<file path="src/rtl/tetron_pkg.sv">
// tetron_pkg: shared piece, state, offset and kick definitions
// for the tetromino kick shaper.
package tetron_pkg;

   typedef enum logic [2:0] {
      P_I    = 3'd0,
      P_O    = 3'd1,
      P_T    = 3'd2,
      P_S    = 3'd3,
      P_Z    = 3'd4,
      P_J    = 3'd5,
      P_L    = 3'd6,
      P_NONE = 3'd7
   } piece_e;

   typedef enum logic [1:0] {
      S_IDLE    = 2'd0,
      S_PROPOSE = 2'd1,
      S_COMMIT  = 2'd2
   } state_e;

   localparam int MAX_KICKS = 5;

   // One (v,h) pair as {v[3:0], h[3:0]}, both signed
   function automatic logic [7:0] vh(
      input int v,
      input int h
   );
      return {4'(v), 4'(h)};
   endfunction

   // Rotation-0 offsets of blocks 4..2 packed high to low;
   // block 1 is always (0,0) and is not stored
   function automatic logic [23:0] base_tab(
      input logic [2:0] p
   );
      logic [23:0] t;
      t = '0;
      case (p)
         P_I:     t = {vh(0, 2),  vh(0, 1),  vh(0, -1)};
         P_O:     t = {vh(1, 1),  vh(1, 0),  vh(0, 1)};
         P_T:     t = {vh(1, 0),  vh(0, 1),  vh(0, -1)};
         P_S:     t = {vh(1, 0),  vh(1, -1), vh(0, 1)};
         P_Z:     t = {vh(1, 1),  vh(1, 0),  vh(0, -1)};
         P_J:     t = {vh(1, 1),  vh(0, 1),  vh(0, -1)};
         P_L:     t = {vh(1, -1), vh(0, 1),  vh(0, -1)};
         default: t = '0;
      endcase
      return t;
   endfunction

   // Wall-kick horizontal shift for candidate k
   function automatic logic signed [3:0] kick_val(
      input logic [2:0] k
   );
      logic signed [3:0] r;
      case (k)
         3'd0:    r = 4'sd0;
         3'd1:    r = -4'sd1;
         3'd2:    r = 4'sd1;
         3'd3:    r = -4'sd2;
         3'd4:    r = 4'sd2;
         default: r = 4'sd0;
      endcase
      return r;
   endfunction

   // Clockwise quarter-turn (v,h) -> (h,-v), applied r times
   function automatic logic [7:0] rot_vh(
      input logic [7:0] p,
      input logic [1:0] r
   );
      logic signed [3:0] v;
      logic signed [3:0] h;
      logic [7:0]        o;
      v = signed'(p[7:4]);
      h = signed'(p[3:0]);
      case (r)
         2'd0:    o = {v, h};
         2'd1:    o = {h, -v};
         2'd2:    o = {-v, -h};
         default: o = {-h, v};
      endcase
      return o;
   endfunction

endpackage

</file>
<file path="src/rtl/tetron_kick_shaper_rot_lut.sv">
// tetron_rot_lut: combinational (piece, rotation, kick) to
// four packed (v,h) block offsets. O ignores rotation.
module tetron_rot_lut
   import tetron_pkg::*;
#(
   parameter int OFS_W = 5
) (
   input  logic [2:0]         i_piece,
   input  logic [1:0]         i_rot,
   input  logic [OFS_W-1:0]   i_kick,
   output logic [4*OFS_W-1:0] o_voff,
   output logic [4*OFS_W-1:0] o_hoff
);

   logic [23:0] w_tab;

   assign w_tab = base_tab(i_piece);

   // Rotate each stored block, widen it and apply the kick
   always_comb begin
      logic [7:0] pr;
      pr     = '0;
      o_voff = '0;
      o_hoff = '0;
      o_hoff[OFS_W-1:0] = i_kick;
      for (int b = 0; b < 3; b++) begin
         if (i_piece == P_O)
            pr = w_tab[b*8 +: 8];
         else
            pr = rot_vh(w_tab[b*8 +: 8], i_rot);
         o_voff[(b+1)*OFS_W +: OFS_W] =
            OFS_W'(signed'(pr[7:4]));
         o_hoff[(b+1)*OFS_W +: OFS_W] =
            OFS_W'(signed'(pr[3:0])) + i_kick;
      end
   end

endmodule

</file>
<file path="src/rtl/tetron_kick_shaper.sv">
// tetron_kick_shaper: active piece state plus rotation handshake
// with wall kicks. Optional macro: TETRON_WALL_KICK_EN.
module tetron_kick_shaper
   import tetron_pkg::*;
#(
   parameter int OFS_W = 5,
   parameter int KICKS = 5
) (
   input  logic               clk,
   input  logic               rst,
   input  logic               active,
   input  logic               spawn,
   input  logic [2:0]         piece_id,
   input  logic               rot_req,
   input  logic               rot_dir,
   output logic               cand_valid,
   output logic [4*OFS_W-1:0] cand_voff,
   output logic [4*OFS_W-1:0] cand_hoff,
   input  logic               chk_done,
   input  logic               chk_ok,
   output logic [4*OFS_W-1:0] blk_voff,
   output logic [4*OFS_W-1:0] blk_hoff,
   output logic [1:0]         rotation,
   output logic [OFS_W-1:0]   kick_h,
   output logic               busy,
   output logic               rot_done,
   output logic               rot_ok
);

`ifdef TETRON_WALL_KICK_EN
   localparam int KN = KICKS;
`else
   localparam int KN = 1;
`endif
   localparam logic [2:0] KLAST = 3'(KN - 1);

   state_e             r_state;
   logic [2:0]         r_piece;
   logic               r_valid;
   logic [1:0]         r_rot;
   logic [1:0]         r_pend;
   logic [2:0]         r_k;
   logic [OFS_W-1:0]   r_kick;
   logic               r_cand_v;
   logic [4*OFS_W-1:0] r_cand_voff;
   logic [4*OFS_W-1:0] r_cand_hoff;
   logic [4*OFS_W-1:0] r_blk_voff;
   logic [4*OFS_W-1:0] r_blk_hoff;
   logic               r_done;
   logic               r_ok;

   logic               w_spawn;
   logic               w_req;
   logic [1:0]         w_new_rot;
   logic [OFS_W-1:0]   w_kick_nxt;
   logic [OFS_W-1:0]   w_kick_cur;
   logic [2:0]         w_lut_piece;
   logic [1:0]         w_lut_rot;
   logic [OFS_W-1:0]   w_lut_kick;
   logic [4*OFS_W-1:0] w_lut_voff;
   logic [4*OFS_W-1:0] w_lut_hoff;

   assign w_spawn   = spawn && (piece_id != P_NONE);
   assign w_req     = rot_req && active && r_valid &&
                      (r_state != S_PROPOSE) && !w_spawn;
   assign w_new_rot = rot_dir ? r_rot - 2'd1 : r_rot + 2'd1;

`ifdef TETRON_WALL_KICK_EN
   logic [2:0] w_k_nxt;
   assign w_k_nxt    = r_k + 3'd1;
   assign w_kick_nxt = r_kick + OFS_W'(kick_val(w_k_nxt));
   assign w_kick_cur = r_kick + OFS_W'(kick_val(r_k));
`else
   assign w_kick_nxt = '0;
   assign w_kick_cur = '0;
`endif

   // Shared LUT input: spawn shape, first candidate or next candidate
   always_comb begin
      w_lut_piece = r_piece;
      w_lut_rot   = r_pend;
      w_lut_kick  = w_kick_nxt;
      if (w_spawn) begin
         w_lut_piece = piece_id;
         w_lut_rot   = 2'd0;
         w_lut_kick  = '0;
      end else if (w_req) begin
         w_lut_rot   = w_new_rot;
         w_lut_kick  = r_kick;
      end
   end

   tetron_rot_lut #(
      .OFS_W (OFS_W)
   ) u_lut (
      .i_piece (w_lut_piece),
      .i_rot   (w_lut_rot),
      .i_kick  (w_lut_kick),
      .o_voff  (w_lut_voff),
      .o_hoff  (w_lut_hoff)
   );

   // Rotation FSM with registered candidate and committed state
   always_ff @(posedge clk) begin
      if (rst) begin
         r_state     <= S_IDLE;
         r_piece     <= P_NONE;
         r_valid     <= 1'b0;
         r_rot       <= 2'd0;
         r_pend      <= 2'd0;
         r_k         <= 3'd0;
         r_kick      <= '0;
         r_cand_v    <= 1'b0;
         r_cand_voff <= '0;
         r_cand_hoff <= '0;
         r_blk_voff  <= '0;
         r_blk_hoff  <= '0;
         r_done      <= 1'b0;
         r_ok        <= 1'b0;
      end else begin
         r_done <= 1'b0;
         r_ok   <= 1'b0;
         if (w_spawn) begin
            r_state    <= S_IDLE;
            r_piece    <= piece_id;
            r_valid    <= 1'b1;
            r_rot      <= 2'd0;
            r_k        <= 3'd0;
            r_kick     <= '0;
            r_cand_v   <= 1'b0;
            r_blk_voff <= w_lut_voff;
            r_blk_hoff <= w_lut_hoff;
         end else if (!active) begin
            r_state  <= S_IDLE;
            r_k      <= 3'd0;
            r_cand_v <= 1'b0;
         end else begin
            case (r_state)
               S_IDLE, S_COMMIT: begin
                  r_state <= S_IDLE;
                  if (w_req) begin
                     r_state     <= S_PROPOSE;
                     r_pend      <= w_new_rot;
                     r_k         <= 3'd0;
                     r_cand_v    <= 1'b1;
                     r_cand_voff <= w_lut_voff;
                     r_cand_hoff <= w_lut_hoff;
                  end
               end
               S_PROPOSE: begin
                  if (chk_done) begin
                     if (chk_ok) begin
                        r_state    <= S_COMMIT;
                        r_rot      <= r_pend;
                        r_kick     <= w_kick_cur;
                        r_blk_voff <= r_cand_voff;
                        r_blk_hoff <= r_cand_hoff;
                        r_cand_v   <= 1'b0;
                        r_done     <= 1'b1;
                        r_ok       <= 1'b1;
                     end else if (r_k < KLAST) begin
                        r_k         <= r_k + 3'd1;
                        r_cand_voff <= w_lut_voff;
                        r_cand_hoff <= w_lut_hoff;
                     end else begin
                        r_state  <= S_IDLE;
                        r_k      <= 3'd0;
                        r_cand_v <= 1'b0;
                        r_done   <= 1'b1;
                     end
                  end
               end
               default: begin
                  r_state  <= S_IDLE;
                  r_cand_v <= 1'b0;
               end
            endcase
         end
      end
   end

   assign cand_valid = r_cand_v && active;
   assign cand_voff  = active ? r_cand_voff : '0;
   assign cand_hoff  = active ? r_cand_hoff : '0;
   assign blk_voff   = active ? r_blk_voff : '0;
   assign blk_hoff   = active ? r_blk_hoff : '0;
   assign rotation   = active ? r_rot : 2'd0;
   assign busy       = (r_state == S_PROPOSE) && active;
   assign rot_done   = r_done && active;
   assign rot_ok     = r_ok && active;

`ifdef TETRON_WALL_KICK_EN
   assign kick_h = active ? r_kick : '0;
`else
   assign kick_h = '0;
`endif

endmodule

</file>
<file path="config.mk">
export PLATFORM = sky130hd
export DESIGN_NAME = tetron_kick_shaper
export DESIGN_NICKNAME = d
export VERILOG_FILES = /design/src/rtl/tetron_pkg.sv /design/src/rtl/tetron_kick_shaper_rot_lut.sv /design/src/rtl/tetron_kick_shaper.sv
export SDC_FILE = /design/constraint.sdc
export NUM_CORES = 1
export LEC_CHECK = 0
export ABC_AREA = 1
export CORE_ASPECT_RATIO = 1.75
export CORE_MARGIN = 4
export CORE_UTILIZATION = 41
export CTS_CLUSTER_DIAMETER = 200
export DETAILED_ROUTE_END_ITERATION = 10
export GPL_ROUTABILITY_DRIVEN = 0
export PLACE_DENSITY = 0.76
export SETUP_SLACK_MARGIN = 0.3
export SLEW_MARGIN = 10
export SYNTH_ARGS = -nofsm -noshare
export SYNTH_HDL_FRONTEND = slang
export SYNTH_SLANG_ARGS = --single-unit
</file>
<file path="constraint.sdc">
create_clock -name clk -period 1.8 [get_ports clk]
set_input_delay 0.36 -clock clk [delete_from_list [all_inputs] [get_ports clk]]
set_output_delay 0.36 -clock clk [all_outputs]
set_load 0.05 [all_outputs]
</file>
==> results of run 1 <==
-- synthesized netlist by cell type, types with 2 or more instances --
| library cell | instances |
|---|---|
| sky130_fd_sc_hd__a22o_1 | 6 |
| sky130_fd_sc_hd__buf_2 | 4 |
| sky130_fd_sc_hd__nor2_1 | 20 |
| sky130_fd_sc_hd__o21ai_0 | 25 |
| sky130_fd_sc_hd__nor3_1 | 4 |
| sky130_fd_sc_hd__buf_6 | 2 |
| sky130_fd_sc_hd__buf_4 | 52 |
| sky130_fd_sc_hd__nor2_4 | 2 |
| sky130_fd_sc_hd__nand3_1 | 28 |
| sky130_fd_sc_hd__inv_2 | 3 |
| sky130_fd_sc_hd__nand2_1 | 120 |
| sky130_fd_sc_hd__nand2_2 | 3 |
| sky130_fd_sc_hd__inv_1 | 81 |
| sky130_fd_sc_hd__clkbuf_1 | 8 |
| sky130_fd_sc_hd__a21oi_1 | 38 |
| sky130_fd_sc_hd__dfxtp_1 | 47 |
| sky130_fd_sc_hd__nand4_1 | 2 |
| sky130_fd_sc_hd__nor2_2 | 3 |
-- path summary, 6_finish.rpt --
| kind | end | slack [ps] |
|---|---|---|
| max | r_cand_voff[16]$_SDFFE_PP0P_ | -90 |
| min | r_blk_voff[5]$_SDFFE_PP0P_ | 460 |
| max reg2reg | r_cand_voff[16]$_SDFFE_PP0P_ | -90 |
| min reg2reg | r_blk_voff[5]$_SDFFE_PP0P_ | 460 |
-- registers in the layout, indices dropped and copies added, names as in the netlist --
register and count:
r_blk_hoff 9, r_cand_voff 8, r_cand_v 1, r_state 2, r_valid 1, r_ok 1
r_pend 2, r_blk_voff 8, r_done 1, r_piece 3, r_cand_hoff 9, r_rot 2
-- per-stage QoR --
step / hold slack, ps / util / power (mW)
2_1_floorplan: 423 / - / 1.70
3_3_place_gp: 437 / 0.641 / 1.91
3_5_place_dp: 444 / 0.641 / 1.94
4_1_cts: 454 / 0.731 / 2.95
5_1_grt: 492 / 0.778 / 3.19
6_report: 458 / 0.778 / 3.12
-- what timing repair did --
action                                  CTS  global route
pin swaps                                34            38
endpoints found under the hold margin     0             0
endpoints found under the setup margin  108            76
cloned                                    2             2
setup buffers                            16            11
resized for setup                       131            62
-- power by group --
| part | leakage, nW | internal, mW | switching [mW] |
|---|---|---|---|
| Clock | 0.0740 | 0.515 | 0.418 |
| Combinational | 2.18 | 0.400 | 0.672 |
| Sequential | 0.385 | 1.08 | 0.0353 |
| Total | 2.63 | 1.99 | 1.13 |
-- area by class of cell --
class | count | share of cell area
multi-input cells | 291 | 0.336
inverters | 84 | 0.0677
clock buffers | 5 | 0.0224
well taps | 86 | 0.0193
repair buffers | 147 | 0.379
flip-flops and latches | 47 | 0.171
repair inverters | 1 | 0.00134
clock inverters | 3 | 0.00336
-- routing by layer --
metal,up-vias,part of all wire,track usage
met1,1660,0.31,0.218
met4,0,0.083,0.154
met5,-,0,0
met3,90,0.078,0.0390
li1,1593,-,-
met2,270,0.53,0.465
-- cell families (layout without fill, tap and decap cells) --
logic type               count (synthesis)  after routing  share of synthesized area
AO/OA/AOI/OAI                           78             78                      0.149
adder cells (fa/ha/maj)                  1              1                    0.00418
buffers and inverters                  150            240                      0.260
flip-flops                              47             47                      0.314
other                                    1             25                    0.00125
AND/OR/NAND/NOR                        187            187                      0.271
-- worst reg2reg max path: cells and delay by family, from the launching register on --
| kind | cells | cell delay, ps |
|---|---|---|
| flip-flops | 1 | 370 |
| AND/OR/NAND/NOR | 9 | 990 |
| buffers and inverters | 2 | 220 |
| AO/OA/AOI/OAI | 1 | 200 |
==> impl_metrics.prom, run 1 <==
# TYPE chip_impl_metric gauge
chip_impl_metric{name="cp.depth",unit=""} 12
chip_impl_metric{name="hold_depth",unit=""} 2
chip_impl_metric{name="area_growth",unit="%"} 86.6
chip_impl_info{name="timing.critical_path.from_type",value="flip-flop"} 1
chip_impl_metric{name="place_inst",unit=""} 625
chip_impl_info{name="family_with_the_most_delay_on_the_worst_path",value="simple AND/OR/NAND/NOR gates"} 1
chip_impl_metric{name="dp_slack",unit="ps"} -600
chip_impl_metric{name="place.detailed.hpwl",unit="mm"} 6.77
chip_impl_metric{name="detail_route.first_pass.iterations",unit=""} 5
chip_impl_metric{name="final.setup.worst_slack",unit="ps"} -89.9
chip_impl_metric{name="grt_max_degree",unit=""} 21
chip_impl_info{name="post_synth_main_area_contributors",value="sky130_fd_sc_hd__dfxtp_1, sky130_fd_sc_hd__nand2_1, sky130_fd_sc_hd__buf_4"} 1
chip_impl_metric{name="cts.sink_count",unit=""} 47
chip_impl_metric{name="cts_htree_levels",unit=""} 2
chip_impl_info{name="timing.critical_path.cells",value="inv_4 > nor2_4 > nor2_4 > nand2_4 > nand2_4 > nand3_4 > nor2_4 > buf_6 > nand2_4 > nand3_2 > nand2_1 > a21oi_1"} 1
chip_impl_metric{name="yosysSeqAreaShare",unit=""} 0.314
chip_impl_metric{name="cp.buffers_inverters",unit=""} 2
chip_impl_metric{name="die_area",unit="sq um"} 8780
chip_impl_metric{name="drt_first_iter_violations",unit=""} 306
chip_impl_info{name="layout_commonest_cell",value="sky130_fd_sc_hd__nand2_1"} 1
chip_impl_metric{name="finalNetCount",unit=""} 589
chip_impl_metric{name="via_count",unit=""} 3613
chip_impl_metric{name="placed_cell_area",unit="sq um"} 4610
chip_impl_metric{name="antenna_found_initial",unit=""} 0
chip_impl_metric{name="finish.instance_area",unit="sq um"} 5580
chip_impl_metric{name="initial_utilization",unit=""} 0.417
chip_impl_metric{name="chipHeight",unit="um"} 121
chip_impl_info{name="violations",value="setup timing"} 1
chip_impl_info{name="synth_top_cell_by_area",value="sky130_fd_sc_hd__dfxtp_1"} 1
chip_impl_metric{name="port_buffers",unit=""} 76
chip_impl_metric{name="critPathRequiredTime",unit="ps"} 2000
chip_impl_metric{name="diodes",unit=""} 0
chip_impl_metric{name="final_cell_count_no_fill",unit=""} 664
chip_impl_metric{name="register_area",unit="sq um"} 956
chip_impl_metric{name="row_count",unit=""} 41
chip_impl_metric{name="post_drt_via_cell_ratio",unit=""} 5.44
chip_impl_info{name="outcome",value="finished with violations"} 1
chip_impl_metric{name="yosysUniqueCellTypes",unit=""} 34
chip_impl_metric{name="multi_input_comb_area",unit="sq um"} 1880
chip_impl_info{name="critical_path.startpoint",value="r_state[0]$_SDFFE_PP0P_"} 1
chip_impl_metric{name="first_global_vias",unit=""} 3380
chip_impl_metric{name="globalRouteTotalUtil",unit=""} 0.240
chip_impl_metric{name="post_synth_instance_area",unit="sq um"} 2990
chip_impl_metric{name="minimum_clock_period",unit="ps"} 1890
chip_impl_metric{name="cp_max_fo",unit=""} 8
chip_impl_metric{name="final.setup_skew",unit="ps"} 8.45
chip_impl_info{name="timing.rr.start",value="r_state[0]$_SDFFE_PP0P_"} 1
chip_impl_metric{name="numCtsBuffers",unit=""} 5
chip_impl_metric{name="share_of_flip_flops_with_an_asynchronous_set_or_reset",unit=""} 0
chip_impl_metric{name="power.static_leakage",unit="nW"} 2.63
chip_impl_metric{name="final_hold_viol_count",unit=""} 0
chip_impl_info{name="critical_path.endpoint_type",value="flip-flop"} 1
chip_impl_metric{name="post_route_cells_drive_above_1_share",unit=""} 0.514
chip_impl_metric{name="wire_per_inst",unit="um"} 19.1
chip_impl_metric{name="post-synth-top-area-fraction",unit=""} 0.314
chip_impl_metric{name="wire_length_of_the_first_global_routing_pass",unit="mm"} 16.5
chip_impl_info{name="synth_top_flop_cell",value="sky130_fd_sc_hd__dfxtp_1"} 1
chip_impl_info{name="type_of_the_worst_setup_path",value="flip-flop to flip-flop"} 1
chip_impl_metric{name="hold_fix_buffers_at_cts",unit=""} 0
chip_impl_metric{name="clk_latency",unit="ps"} 300
chip_impl_metric{name="peak_vdd_ir",unit="mV"} 0.866
chip_impl_metric{name="totalNegativeSetupSlack",unit="ps"} -205
chip_impl_metric{name="post_synth_inst_count",unit=""} 464
chip_impl_metric{name="finalSetupViolCount",unit=""} 5
chip_impl_info{name="grt_setup_unrepaired",value="yes"} 1
chip_impl_metric{name="cp.arrival",unit="ps"} 2090
chip_impl_info{name="tritoncts_clock_tree",value="done"} 1
chip_impl_metric{name="yosys_warnings",unit=""} 0
chip_impl_metric{name="max-clock-path-buffers",unit=""} 2
chip_impl_info{name="worstHoldStart",value="r_blk_voff[5]$_SDFFE_PP0P_"} 1
chip_impl_metric{name="p_per_area",unit="nW/um^2"} 558
chip_impl_metric{name="final-max-slew-violation-count",unit=""} 0
chip_impl_metric{name="floorplan.die.width",unit="um"} 72.6
chip_impl_metric{name="routed_wirelength",unit="mm"} 12.7
chip_impl_metric{name="fmax",unit="MHz"} 529
chip_impl_metric{name="drtAntennaViolNets",unit=""} 0
chip_impl_metric{name="worst-r2r-cell-count",unit=""} 12
chip_impl_metric{name="critical-path-max-stage-delay",unit="ps"} 370
chip_impl_metric{name="timing.final.crit_share",unit=""} 1.05
chip_impl_info{name="timing.critical_path.slowest_stage_cell",value="sky130_fd_sc_hd__dfxtp_4"} 1
chip_impl_metric{name="worst_setup_hold_path_clk_slew",unit="ps"} 70
chip_impl_metric{name="drcViolationCount",unit=""} 0
chip_impl_metric{name="postSynthRegisterBits",unit=""} 47
chip_impl_metric{name="core_region_area",unit="sq um"} 7180
chip_impl_metric{name="nFillCells",unit=""} 403
chip_impl_info{name="cts.root.buffer_cell",value="sky130_fd_sc_hd__clkbuf_16"} 1
chip_impl_info{name="class_of_the_worst_hold_path",value="flip-flop to flip-flop"} 1
chip_impl_info{name="layout_common_cells",value="sky130_fd_sc_hd__nand2_1, sky130_fd_sc_hd__buf_12, sky130_fd_sc_hd__inv_1, sky130_fd_sc_hd__buf_4, sky130_fd_sc_hd__dfxtp_1"} 1
chip_impl_metric{name="cap_viol_max_count",unit=""} 0
chip_impl_metric{name="io_pins",unit=""} 102
chip_impl_metric{name="synth.avg_cell_area",unit="sq um"} 6.45
chip_impl_metric{name="grt_remaining_overflow",unit=""} 0
chip_impl_metric{name="synth-edff-count",unit=""} 0
(Power assumes the default switching activity.)
==> inputs of run 2 (changes only) <==
--- a/config.mk
+++ b/config.mk
@@ -11,7 +11,6 @@
 export CORE_UTILIZATION = 41
 export CTS_CLUSTER_DIAMETER = 200
 export DETAILED_ROUTE_END_ITERATION = 10
-export GPL_ROUTABILITY_DRIVEN = 0
 export PLACE_DENSITY = 0.76
 export SETUP_SLACK_MARGIN = 0.3
 export SLEW_MARGIN = 10
==> run 2 against run 1 <==
Effect of this change: the flow now finishes without violations; die area is the same; wire length shrank 27%; core utilization shrank 4.5 points; combinational power shrank 13%; register-to-register slack gained 290 ps; total power shrank 0.67%; critical path type unchanged; largest power group unchanged.
==> impl_metrics.prom, run 2 (synthesis gave the netlist of run 1 again) <==
# TYPE chip_impl_metric gauge
chip_impl_metric{name="place.detailed.hpwl",unit="mm"} 6.86
chip_impl_metric{name="floorplan.die.width",unit="um"} 72.6
chip_impl_metric{name="final.setup_skew",unit="ps"} 3.70
chip_impl_metric{name="diodes",unit=""} 0
chip_impl_metric{name="core_region_area",unit="sq um"} 7180
chip_impl_metric{name="power.static_leakage",unit="nW"} 2.46
chip_impl_metric{name="row_count",unit=""} 41
chip_impl_metric{name="antenna_found_initial",unit=""} 0
chip_impl_metric{name="power.internal",unit="mW"} 2.09
chip_impl_metric{name="cp.arrival",unit="ps"} 1810
chip_impl_metric{name="cts.sink_count",unit=""} 47
chip_impl_metric{name="total_power",unit="mW"} 3.10
chip_impl_metric{name="place_inst",unit=""} 625
chip_impl_metric{name="routed_wirelength",unit="mm"} 9.23
chip_impl_metric{name="fmax",unit="MHz"} 627
chip_impl_metric{name="drcViolationCount",unit=""} 0
chip_impl_metric{name="drt_first_iter_violations",unit=""} 219
chip_impl_info{name="class_of_the_worst_hold_path",value="flip-flop to flip-flop"} 1
chip_impl_metric{name="wl_met3",unit="um"} 487
chip_impl_metric{name="hold_depth",unit=""} 2
chip_impl_metric{name="finalSetupViolCount",unit=""} 0
chip_impl_metric{name="grt_max_degree",unit=""} 25
chip_impl_metric{name="initial_utilization",unit=""} 0.417
chip_impl_metric{name="globalRouteTotalUtil",unit=""} 0.205
chip_impl_metric{name="wire_length_of_the_first_global_routing_pass",unit="mm"} 14.4
chip_impl_metric{name="power_switching",unit="mW"} 1.00
chip_impl_info{name="type_of_the_worst_setup_path",value="flip-flop to flip-flop"} 1
chip_impl_metric{name="drtAntennaViolNets",unit=""} 0
chip_impl_metric{name="gp_congestion",unit=""} 0.884
chip_impl_metric{name="power.share.combinational",unit=""} 0.301
chip_impl_metric{name="max-clock-path-buffers",unit=""} 2
chip_impl_info{name="family_with_the_most_delay_on_the_worst_path",value="simple AND/OR/NAND/NOR gates"} 1
chip_impl_metric{name="finalNetCount",unit=""} 577
chip_impl_info{name="critical_path.startpoint",value="r_state[0]$_SDFFE_PP0P_"} 1
chip_impl_metric{name="p_per_area",unit="nW/um^2"} 588
chip_impl_metric{name="peak_vdd_ir",unit="mV"} 0.492
chip_impl_metric{name="post_drt_via_cell_ratio",unit=""} 4.96
chip_impl_metric{name="hold_fix_buffers_at_cts",unit=""} 0
chip_impl_metric{name="chipHeight",unit="um"} 121
chip_impl_info{name="timing.rr.start",value="r_state[0]$_SDFFE_PP0P_"} 1
chip_impl_metric{name="cp.depth",unit=""} 11
chip_impl_metric{name="worst-r2r-cell-count",unit=""} 11
chip_impl_info{name="timing.critical_path.from_type",value="flip-flop"} 1
chip_impl_metric{name="critical-path-max-stage-delay",unit="ps"} 370
chip_impl_metric{name="reg2reg_slack",unit="ps"} 200
chip_impl_metric{name="cap_viol_max_count",unit=""} 0
chip_impl_metric{name="detail_route.first_pass.iterations",unit=""} 4
chip_impl_info{name="layout_common_cells",value="sky130_fd_sc_hd__nand2_1, sky130_fd_sc_hd__buf_12, sky130_fd_sc_hd__inv_1"} 1
chip_impl_info{name="cts.root.buffer_cell",value="sky130_fd_sc_hd__clkbuf_16"} 1
chip_impl_metric{name="post_route_cells_drive_above_1_share",unit=""} 0.449
chip_impl_info{name="critical_path.endpoint_type",value="flip-flop"} 1
chip_impl_metric{name="numCtsBuffers",unit=""} 5
chip_impl_info{name="outcome",value="finished, final reports clean"} 1
chip_impl_info{name="grt_setup_unrepaired",value="yes"} 1
chip_impl_metric{name="die_area",unit="sq um"} 8780
chip_impl_metric{name="cp.buffers_inverters",unit=""} 1
chip_impl_metric{name="met1_length",unit="mm"} 3.02
chip_impl_metric{name="switching_share",unit=""} 0.325
chip_impl_metric{name="timing.final.crit_share",unit=""} 0.886
chip_impl_metric{name="cp_max_fo",unit=""} 6
chip_impl_info{name="reg.largest.list",value="r_blk_hoff (9), r_cand_hoff (9)"} 1
chip_impl_metric{name="clk_latency",unit="ps"} 280
chip_impl_metric{name="minimum_clock_period",unit="ps"} 1600
chip_impl_info{name="layout_commonest_cell",value="sky130_fd_sc_hd__nand2_1"} 1
chip_impl_metric{name="port_buffers",unit=""} 76
chip_impl_metric{name="via_count",unit=""} 3233
chip_impl_metric{name="first_global_vias",unit=""} 3176
chip_impl_info{name="top_signal_layer_used",value="met4"} 1
chip_impl_info{name="timing.critical_path.mode_cell",value="sky130_fd_sc_hd__nor2_4"} 1
chip_impl_metric{name="met2RoutedLength",unit="mm"} 5.36
chip_impl_metric{name="totalNegativeSetupSlack",unit="ps"} 0
chip_impl_metric{name="clock_power_share",unit=""} 0.342
chip_impl_info{name="timing.critical_path.cells",value="inv_4 > nor2_4 > nor2_4 > nand2_4 > nand2_1 > nand2_4 > nor2_4 > nand2_2 > nand3_2 > nand3_2 > a21oi_1"} 1
chip_impl_metric{name="wire_per_inst",unit="um"} 14.2
chip_impl_info{name="hold-path-endpoint",value="r_blk_voff[5]$_SDFFE_PP0P_"} 1
chip_impl_metric{name="power.sequential.fraction",unit=""} 0.357
chip_impl_info{name="worstHoldStart",value="r_blk_voff[5]$_SDFFE_PP0P_"} 1
chip_impl_metric{name="cts_htree_levels",unit=""} 2
chip_impl_info{name="timing.critical_path.slowest_stage_cell",value="sky130_fd_sc_hd__dfxtp_4"} 1
chip_impl_metric{name="grt_remaining_overflow",unit=""} 0
chip_impl_info{name="tritoncts_clock_tree",value="done"} 1
chip_impl_info{name="r2r_end",value="r_blk_hoff[14]$_SDFFE_PP0P_"} 1
chip_impl_metric{name="final_hold_viol_count",unit=""} 0
chip_impl_metric{name="worst_hold_slack",unit="ps"} 453
chip_impl_metric{name="critPathRequiredTime",unit="ps"} 2020
chip_impl_metric{name="final_cell_count_no_fill",unit=""} 652
chip_impl_metric{name="worst_setup_hold_path_clk_slew",unit="ps"} 70
chip_impl_metric{name="io_pins",unit=""} 102
chip_impl_metric{name="final-max-slew-violation-count",unit=""} 0
chip_impl_metric{name="area_growth",unit="%"} 75.8
==> run 2: cell types whose count changed in the layout (fill, tap and decap cells not counted), sizes merged <==
| cell | delta |
|---|---|
| bufinv | +1 |
| buf | -11 |
| inv | +1 |
| clkinv | -2 |
| clkinvlp | -1 |
| dlygate4sd2 | -1 |
| clkdlybuf4s15 | +1 |
==> run 2: worst register-to-register path, stage by stage (launching register included) <==
cell and delay [ps]:
sky130_fd_sc_hd__dfxtp_4 370, sky130_fd_sc_hd__inv_4 70, sky130_fd_sc_hd__nor2_4 50, sky130_fd_sc_hd__nor2_4 120
sky130_fd_sc_hd__nand2_4 90, sky130_fd_sc_hd__nand2_1 110, sky130_fd_sc_hd__nand2_4 100, sky130_fd_sc_hd__nor2_4 210
sky130_fd_sc_hd__nand2_2 90, sky130_fd_sc_hd__nand3_2 100, sky130_fd_sc_hd__nand3_2 80, sky130_fd_sc_hd__a21oi_1 150
==> run 2: routing by layer <==
layer,up-vias,GRT usage
li1,1573,-
met1,1510,0.200
met2,123,0.413
met3,27,0.0182
met4,0,0.0855
met5,-,0
==> run 2: timing repair <==
action,4_1_cts,5_1_grt
setup endpoints to repair,109,78
pin swaps,22,15
hold endpoints to repair,0,0
resized for setup,87,42
buffers inserted,10,7
cloned,1,1
==> run 2: final cells by class <==
| cell class | count | area (sq um) |
|---|---|---|
| Tap cell | 86 | 108 |
| Sequential cell | 47 | 957 |
| Multi-Input combinational cell | 291 | 1690 |
| Fill cell | 537 | 1920 |
| Clock inverter | 3 | 46.3 |
| Clock buffer | 5 | 125 |
| Inverter | 84 | 374 |
| Timing Repair Buffer | 136 | 1960 |
==> run 2: power by group through the flow <==
| stage | clock, mW | sequential [mW] | combinational, mW |
|---|---|---|---|
| final | 1.06 | 1.11 | 0.932 |
| after global routing | 1.12 | 1.11 | 0.992 |
| after CTS | 1.07 | 1.11 | 0.878 |
| after detailed placement | 0 | 1.13 | 0.813 |
| after global placement | 0 | 1.13 | 0.800 |
| after floorplan | 0 | 1.12 | 0.576 |
==> run 2: worst max-delay path by stage <==
stage / end
final: r_blk_hoff[14]$_SDFFE_PP0P_
after detailed placement: r_cand_hoff[11]$_SDFFE_PP0P_
after global placement: r_cand_voff[14]$_SDFFE_PP0P_
after floorplan: r_blk_voff[10]$_SDFFE_PP0P_
after CTS: r_blk_hoff[16]$_SDFFE_PP0P_
after global routing: r_blk_hoff[16]$_SDFFE_PP0P_
==> run 2: per-stage QoR <==
step / setup slack [ps] / util / area (sq um)
floorplan: 24.6 / - / 3370
global placement: -506 / 0.641 / 4610
finish: 205 / 0.733 / 5260
detailed placement: -578 / 0.641 / 4610
CTS: 234 / 0.702 / 5040
global route: 113 / 0.733 / 5260
==> inputs of run 3 (changes only) <==
--- a/config.mk
+++ b/config.mk
@@ -13,6 +13,7 @@
 export DETAILED_ROUTE_END_ITERATION = 10
 export PLACE_DENSITY = 0.76
 export SETUP_SLACK_MARGIN = 0.3
+export SKIP_LAST_GASP = 1
 export SLEW_MARGIN = 10
 export SYNTH_ARGS = -nofsm -noshare
 export SYNTH_HDL_FRONTEND = slang
==> results of run 3 <==
Final layout, timing and power as in run 2 (identical DEF).
